[src/rtl/rf_arb_pkg.sv]
// ============================================================================
// Module      : rf_arb_pkg
// Description : Shared types and constants for the register-file port arbiter.
// Revision    : 1.0 - initial release
// ============================================================================
`default_nettype none

package rf_arb_pkg;

    localparam int XLEN    = 32;
    localparam int RADDR_W = 5;

    typedef enum logic [1:0] {
        IDLE  = 2'd0,
        RADDR = 2'd1,
        RWAIT = 2'd2,
        RDONE = 2'd3
    } rd_state_t;

    typedef struct packed {
        logic [RADDR_W-1:0] addr;
        logic [XLEN-1:0]    data;
    } wreq_t;

    // x0 is hardwired to zero, so writes to it must never reach the array.
    function automatic logic is_writable(input logic [RADDR_W-1:0] addr);
        return (addr != '0);
    endfunction

endpackage

`default_nettype wire

[src/rtl/regfile_port_arbiter.sv]
// ============================================================================
// Module      : regfile_port_arbiter
// Description : Shares the register-file write port between core writeback and
//               debug writes (with starvation guard) and borrows RD1 for reads.
// Revision    : 1.0 - initial release
// ============================================================================
`default_nettype none

module regfile_port_arbiter
    import rf_arb_pkg::*;
#(
    parameter int STARVE_LIMIT = 4
) (
    input  logic               CLK,
    input  logic               RST,
    input  logic               core_wvalid,
    input  logic [RADDR_W-1:0] core_waddr,
    input  logic [XLEN-1:0]    core_wdata,
    output logic               core_wready,
    input  logic [RADDR_W-1:0] core_a1,
    output logic               core_rhold,
    input  logic               dbg_valid,
    input  logic               dbg_write,
    input  logic [RADDR_W-1:0] dbg_addr,
    input  logic [XLEN-1:0]    dbg_wdata,
    output logic               dbg_ready,
    output logic               dbg_rvalid,
    output logic [XLEN-1:0]    dbg_rdata,
    output logic [RADDR_W-1:0] rf_a1,
    input  logic [XLEN-1:0]    rf_rd1,
    output logic [RADDR_W-1:0] rf_a3,
    output logic [XLEN-1:0]    rf_wb,
    output logic               rf_we
);

    localparam logic [3:0] c_starve_limit = 4'(STARVE_LIMIT);

    rd_state_t          r_state;
    rd_state_t          w_state_nxt;
    logic [RADDR_W-1:0] r_dbg_raddr;
    logic [XLEN-1:0]    r_dbg_rdata;
    logic [3:0]         r_starve_cnt;
    wreq_t              r_wreq;
    logic               r_we;

    logic               w_idle;
    logic               w_dbg_wpend;
    logic               w_dbg_wgrant;
    logic               w_core_wfire;
    logic               w_wr_fire;
    logic               w_rd_accept;
    wreq_t              w_wreq;

    assign w_idle       = (r_state == IDLE);
    assign w_dbg_wpend  = dbg_valid & dbg_write;
    assign w_dbg_wgrant = w_dbg_wpend & w_idle &
                          (~core_wvalid | (r_starve_cnt == c_starve_limit));
    assign core_wready  = ~w_dbg_wgrant;
    assign w_core_wfire = core_wvalid & ~w_dbg_wgrant;
    assign w_wr_fire    = w_dbg_wgrant | w_core_wfire;
    assign w_rd_accept  = w_idle & dbg_valid & ~dbg_write;

    always_comb begin
        w_wreq = '{addr: core_waddr, data: core_wdata};
        if (w_dbg_wgrant) begin
            w_wreq = '{addr: dbg_addr, data: dbg_wdata};
        end
    end

    // Read sequencer: next state and the outputs that depend on it.
    always_comb begin
        w_state_nxt = r_state;
        core_rhold  = 1'b0;
        rf_a1       = core_a1;
        dbg_rvalid  = 1'b0;
        dbg_ready   = 1'b0;
        case (r_state)
            IDLE: begin
                dbg_ready = ~dbg_write | w_dbg_wgrant;
                if (w_rd_accept) begin
                    w_state_nxt = RADDR;
                end
            end
            RADDR: begin
                core_rhold  = 1'b1;
                rf_a1       = r_dbg_raddr;
                w_state_nxt = RWAIT;
            end
            RWAIT: begin
                core_rhold  = 1'b1;
                rf_a1       = r_dbg_raddr;
                w_state_nxt = RDONE;
            end
            RDONE: begin
                dbg_rvalid  = 1'b1;
                w_state_nxt = IDLE;
            end
            default: begin
                w_state_nxt = IDLE;
            end
        endcase
    end

    always_ff @(posedge CLK or negedge RST) begin
        if (!RST) begin
            r_state <= IDLE;
        end else begin
            r_state <= w_state_nxt;
        end
    end

    always_ff @(posedge CLK or negedge RST) begin
        if (!RST) begin
            r_dbg_raddr <= '0;
            r_dbg_rdata <= '0;
        end else begin
            if (w_rd_accept) begin
                r_dbg_raddr <= dbg_addr;
            end
            if (r_state == RWAIT) begin
                r_dbg_rdata <= rf_rd1;
            end
        end
    end

    // Counts core wins against a waiting debug write; any gap in the debug
    // request restarts the count.
    always_ff @(posedge CLK or negedge RST) begin
        if (!RST) begin
            r_starve_cnt <= '0;
        end else if (w_dbg_wgrant || !w_dbg_wpend) begin
            r_starve_cnt <= '0;
        end else if (w_core_wfire && (r_starve_cnt < c_starve_limit)) begin
            r_starve_cnt <= r_starve_cnt + 4'd1;
        end
    end

    always_ff @(posedge CLK or negedge RST) begin
        if (!RST) begin
            r_wreq <= '0;
            r_we   <= 1'b0;
        end else begin
            r_we <= w_wr_fire & is_writable(w_wreq.addr);
            if (w_wr_fire) begin
                r_wreq <= w_wreq;
            end
        end
    end

    assign rf_we     = r_we;
    assign rf_a3     = r_wreq.addr;
    assign rf_wb     = r_wreq.data;
    assign dbg_rdata = r_dbg_rdata;

endmodule

`default_nettype wire

[config.mk]
export PLATFORM = sky130hd
export DESIGN_NAME = regfile_port_arbiter
export DESIGN_NICKNAME = d
export VERILOG_FILES = /design/src/rtl/rf_arb_pkg.sv /design/src/rtl/regfile_port_arbiter.sv
export SDC_FILE = /design/constraint.sdc
export NUM_CORES = 1
export LEC_CHECK = 0
export CAP_MARGIN = 20
export CORE_UTILIZATION = 41
export CTS_BUF_LIST = sky130_fd_sc_hd__clkbuf_16
export DETAILED_ROUTE_END_ITERATION = 6
export PLACE_DENSITY = 0.81
export SYNTH_ARGS = -nofsm -noshare
export SYNTH_HDL_FRONTEND = slang
export SYNTH_SLANG_ARGS = --single-unit
[constraint.sdc]
create_clock -name CLK -period 2.5 [get_ports CLK]
set_clock_uncertainty 0.15 [all_clocks]
set_input_delay 0.75 -clock CLK [delete_from_list [all_inputs] [get_ports CLK]]
set_output_delay 0.75 -clock CLK [all_outputs]
set_load 0.01 [all_outputs]
[Word-level counts from Yosys, hierarchy flattened]
Cells that the tools add are included.
Operators by class
  add/subtract/negate cells: 1
  bitwise operators: 13
  multiplexer cells: 9
  equal/unequal tests: 5
  $lt $le $gt $ge: 1
  reductions and logical operators: 7
Operators with widths (number)
  37-bit 2-to-1 mux: 1
  4-bit 2-to-1 mux: 2
  2-bit one-hot mux with 4 select lines: 1
  1-bit AND: 7
  5-bit 2-to-1 mux: 1
  5-bit nonzero test: 1
  4-bit by 1-bit adder with 4-bit output (second input constant): 1
  2-bit equality test (second input constant): 2
  4-bit by 3-bit equality test with 1-bit output (second input constant): 1
  4-bit by 3-bit < comparator with 1-bit output (second input constant): 1
  1-bit 2-to-1 mux: 3
  1-bit NOT: 3
  1-bit OR: 3
  2-bit by 1-bit equality test with 1-bit output (second input constant): 1
  2-bit logical NOT: 1
  2-bit 2-to-1 mux: 1
  2-bit by 1-bit inequality test with 1-bit output (second input constant): 1
  2-bit nonzero test: 1
  2-bit OR reduction: 1
  1-bit logical AND: 1
  1-bit logical NOT: 1
  1-bit logical OR: 1
Storage, ports and cells
  register bits after elaboration: 81

[Depth between registers and ports, before layout]
  depth after elaboration: 8
  gate-level depth with buffers: 9
  gate-level depth less buffers: 5

[Worst setup path after synthesis]
OpenSTA, ideal clock, no wires.
  path kind: input-to-output
  from: input port dbg_valid
  to: output port dbg_ready
  required time: 1.600 ns
  data arrival time: 1.647 ns
  stages: 5
  setup slack: -0.047 ns
  cells stage by stage: buf_2 buf_2 buf_1 o21ai_1 a21boi_1
On the way
  word-level cells in the longest chain between the ends: 5
Ends and longest elaborated chain
  start: declaration: line regfile_port_arbiter.sv:22  | input logic dbg_valid,
  1-bit AND: line regfile_port_arbiter.sv:55  | assign w_dbg_wpend = dbg_valid & dbg_write;
  1-bit AND (2 in series): line regfile_port_arbiter.sv:56  | assign w_dbg_wgrant = w_dbg_wpend & w_idle &
  1-bit OR: line regfile_port_arbiter.sv:79  | dbg_ready = ~dbg_write | w_dbg_wgrant;
  1-bit 2-to-1 mux: line regfile_port_arbiter.sv:77  | case (r_state)
  end: declaration: line regfile_port_arbiter.sv:26  | output logic dbg_ready,
Every way passes these cells.

[Worst setup path after layout]
  from: input port core_a1[1]
  to: output port rf_a1[1]
On the way
  word-level cells in the longest chain between the ends: 1
Ends and longest elaborated chain
  start: declaration: line regfile_port_arbiter.sv:20  | input logic [RADDR_W-1:0] core_a1,
  5-bit 2-to-1 mux: line regfile_port_arbiter.sv:77
  end: declaration: line regfile_port_arbiter.sv:29  | output logic [RADDR_W-1:0] rf_a1,
Every way passes these cells.

==> flow_summary.yaml <==
final_layout:
  area_growth_pct: 61.2
  drive_gt1_share_pct: 11.6
  n_antenna_cell: 0
  nets: 669
timing:
  max-slew-margin-rel_pct: 67.7
  final_max_slew_viol_count: 0
  final_hold_viol_count: 0
  finalSetupViolations: 0
  setup_tns_ns: 0
  post-route-period-util_pct: 99.3
  rsz0062_at_grt: "yes"
  holdWs_ns: 0.191
  setup_slack_ns: 0.0171
  fmax_mhz: 403
  period_needed_ns: 2.48
  tightest_slew_ns: 0.484
status:
  outcome: "finished, final reports clean"
drt:
  wirelength_um: 12200
  viasPerCell: 5.51
  dr.pass1.iters: 4
  ant_nets: 0
  drt-initial-drc-count: 219
  drc: 0
  post_drt_wl_per_cell_um: 17.9
  vias: 3753
critical_path:
  critPathKind: "in -> out"
  worstPathArrival_ns: 1.58
  setup.worst_path.end_class: "output pin"
  start_kind: "input port"
  worst-path-buf-inv: 2
  critical_path.max_stage_delay_ns: 0.41
  critPathTopFamily: "buffers and inverters"
  crit_fanout: 1
  required_ns: 1.60
  cp_slowest_cell: "clkdlybuf4s50_1"
  worstPathCellList: "clkdlybuf4s50_1, mux2_1, buf_2"
power_and_ir_drop:
  clkPwrFrac_pct: 22.2
  switching_share_pct: 31.6
  power_frac_seq_pct: 33.4
  p_leak_uw: 0.00268
  p_int_uw: 3990
  switchingPower_uw: 1850
  powerDensity_nw_per_um2: 899
  ir_worst_vdd_mv: 0.415
  p_comb_share_pct: 44.4
logic_synthesis:
  synth_area_leaders: "dfrtp_1 (50%), mux2_1 (12%), o221a_1 (10%)"
  ys_ff_latch: 81
  synthSimpleGateAreaFrac_pct: 8.17
  synth_top_area_cell: "dfrtp_1"
  yosys-top-cells-count: "dfrtp_1 (81), mux2_1 (43), inv_1 (41)"
  syn-instance-count: 346
  synth_edf_count: 0
  syn-cell-area_um2: 4030
  synth_top_area_share_pct: 50.3
  synth_ff_type: "dfrtp_1"
  synth.most_common_cell: "dfrtp_1"
  synth_compound_area_share_pct: 18.4
  synth_mux_area_share_pct: 12.5
  synth_cell_types: 28
  yosysSeqAreaShare_pct: 50.3
  synthXorXnorAreaFrac_pct: 0.217
  synth_async_sr_flop_share_pct: 100
  synth_top_family_by_area: "compound AO/OA/AOI/OAI gates"
  syn_nets: 468
  synth_fa_ha_area_share_pct: 1.86
  yosysWarningCount: 0
  syn_area_per_cell_um2: 11.6
clocking:
  cts_hold_buffers: 0
  clk_pin_slew_ns: 0.06
  clock_sinks: 81
  htree_levels: 3
  cts_made_buffers: 9
  cts_tree: "yes"
  clk_latency_ns: 0.33
  root_buffer: "clkbuf_16"
  clockBufferDepth: 2
die:
  die_area_um2: 10200
  io_pins: 195
  initial_utilization_pct: 43.0
  core_um2: 9370
  rows: 35
  die_y_um: 101
  die_w_um: 101
global_route:
  antenna_found_initial: 0
  grt_pass1_wl_um: 18500
  grt_use_total_pct: 23.5
  grt_pass1_vias: 3717
  grt_overflow: 0
  grt_max_degree: 53
placement:
  place_congestion: 0.799
  numPortBuffers: 194
  dp_slack_ns: -0.579
  dpl.hpwl_um: 8800
worst_hold_path:
  min_path_type: "in -> async"
job:
  max_cap_viol_count: 0
==> logic make-up (layout without fill, tap and decap cells) <==
logic type                 after synthesis  after routing
muxes                                   45             45
DFF                                     81             81
AOI/OAI and AO/OA                       81             81
xor gates and xnor gates                 1              1
buffers and inverters                   78            284
and+or+nand+nor                         54             54
adders and majority gates                6              6
==> power groups by stage <==
| stage | clock network, µW | logic, µW | registers, µW |
|---|---|---|---|
| 6_report | 1290 | 2590 | 1950 |
| 5_1_grt | 1370 | 2770 | 2000 |
| 4_1_cts | 1310 | 2580 | 1950 |
| 3_5_place_dp | 0 | 2620 | 1970 |
| 3_3_place_gp | 0 | 2540 | 1950 |
| 2_1_floorplan | 0 | 1030 | 2120 |
==> worst reg2reg max path, stage by stage, from the launching register on <==
cell and delay (ns):
dfrtp_1 0.39, inv_2 0.09, ha_4 0.14, and3_1 0.22, buf_4 0.43, a21o_1 0.27
buf_4 0.21, o221a_1 0.23
==> layer usage <==
layer	up-vias	global-route usage [%]	share of wire, %
met5	-	0	0
met4	0	8.81	1.9
met3	19	5.04	7.5
met2	195	40.6	49
met1	1826	28.8	42
li1	1713	-	-
==> final timing paths <==
path / start / to / slack (ns) / cells after the start
worst max-delay path: core_a1[1] / rf_a1[1] / 0.02 / 3
worst min-delay path: RST / dbg_rdata[6] / 0.19 / 1
worst max register to register: r_state[1] / rf_wb[15] / 0.30 / 7
worst min register to register: dbg_rdata[16] / dbg_rdata[16] / 0.33 / 1
max in group asynchronous: RST / rf_a3[1] / 1.39 / 2
min in group CLK: dbg_rdata[16] / dbg_rdata[16] / 0.33 / 1
==> placed cells by master, fill, tap and decap left out, drive strengths merged, types with 2 or more instances in the layout <==
cell type	synthesis	routed
mux2i	2	2
inv	43	46
nand2	3	3
ha	6	6
clkbuf	16	9
o221a	37	37
mux2	43	43
or4	2	2
clkdlybuf4s50	0	182
nand3b	2	2
dlygate4sd2	0	4
a21boi	2	2
dfrtp	81	81
nor3	4	4
clkinvlp	0	2
buf	19	39
nand4	37	37
o211ai	37	37
o21ai	2	2
nor2	3	3
==> metrics by stage <==
stage / std cells / power (µW) / instance area (µm²) / util (%)
final: 681 / 5840 / 6490 / 69.3
after global placement: 663 / 4490 / 6190 / 66.0
after CTS: 680 / 5850 / 6480 / 69.1
after global routing: 681 / 6140 / 6490 / 69.3
after detailed placement: 663 / 4590 / 6190 / 66.0
after floorplan: 346 / 3150 / 4030 / -
==> repair_timing <==
| action | CTS | global route |
|---|---|---|
| pin swaps | 0 | 3 |
| setup endpoints to repair | 8 | 5 |
| setup buffers | 1 | 1 |
| resized for setup | 37 | 5 |
==> cell type report <==
type                            count  area [µm²]
Tap cell                          129         161
Inverter                           43         161
Timing Repair Buffer              225        2160
Sequential cell                    81        2030
Fill cell                         731        2880
Clock buffer                        9         225
Multi-Input combinational cell    187        1690
Clock inverter                      7        70.1
==> flip-flops by register name, summed over array words and instances (netlist names) <==
register,cells
dbg_rdata,32
r_dbg_raddr,5
r_starve_cnt,4
r_state,2
rf_a3,5
rf_wb,32
rf_we,1
No activity file was read; power rests on OpenSTA's default activity.
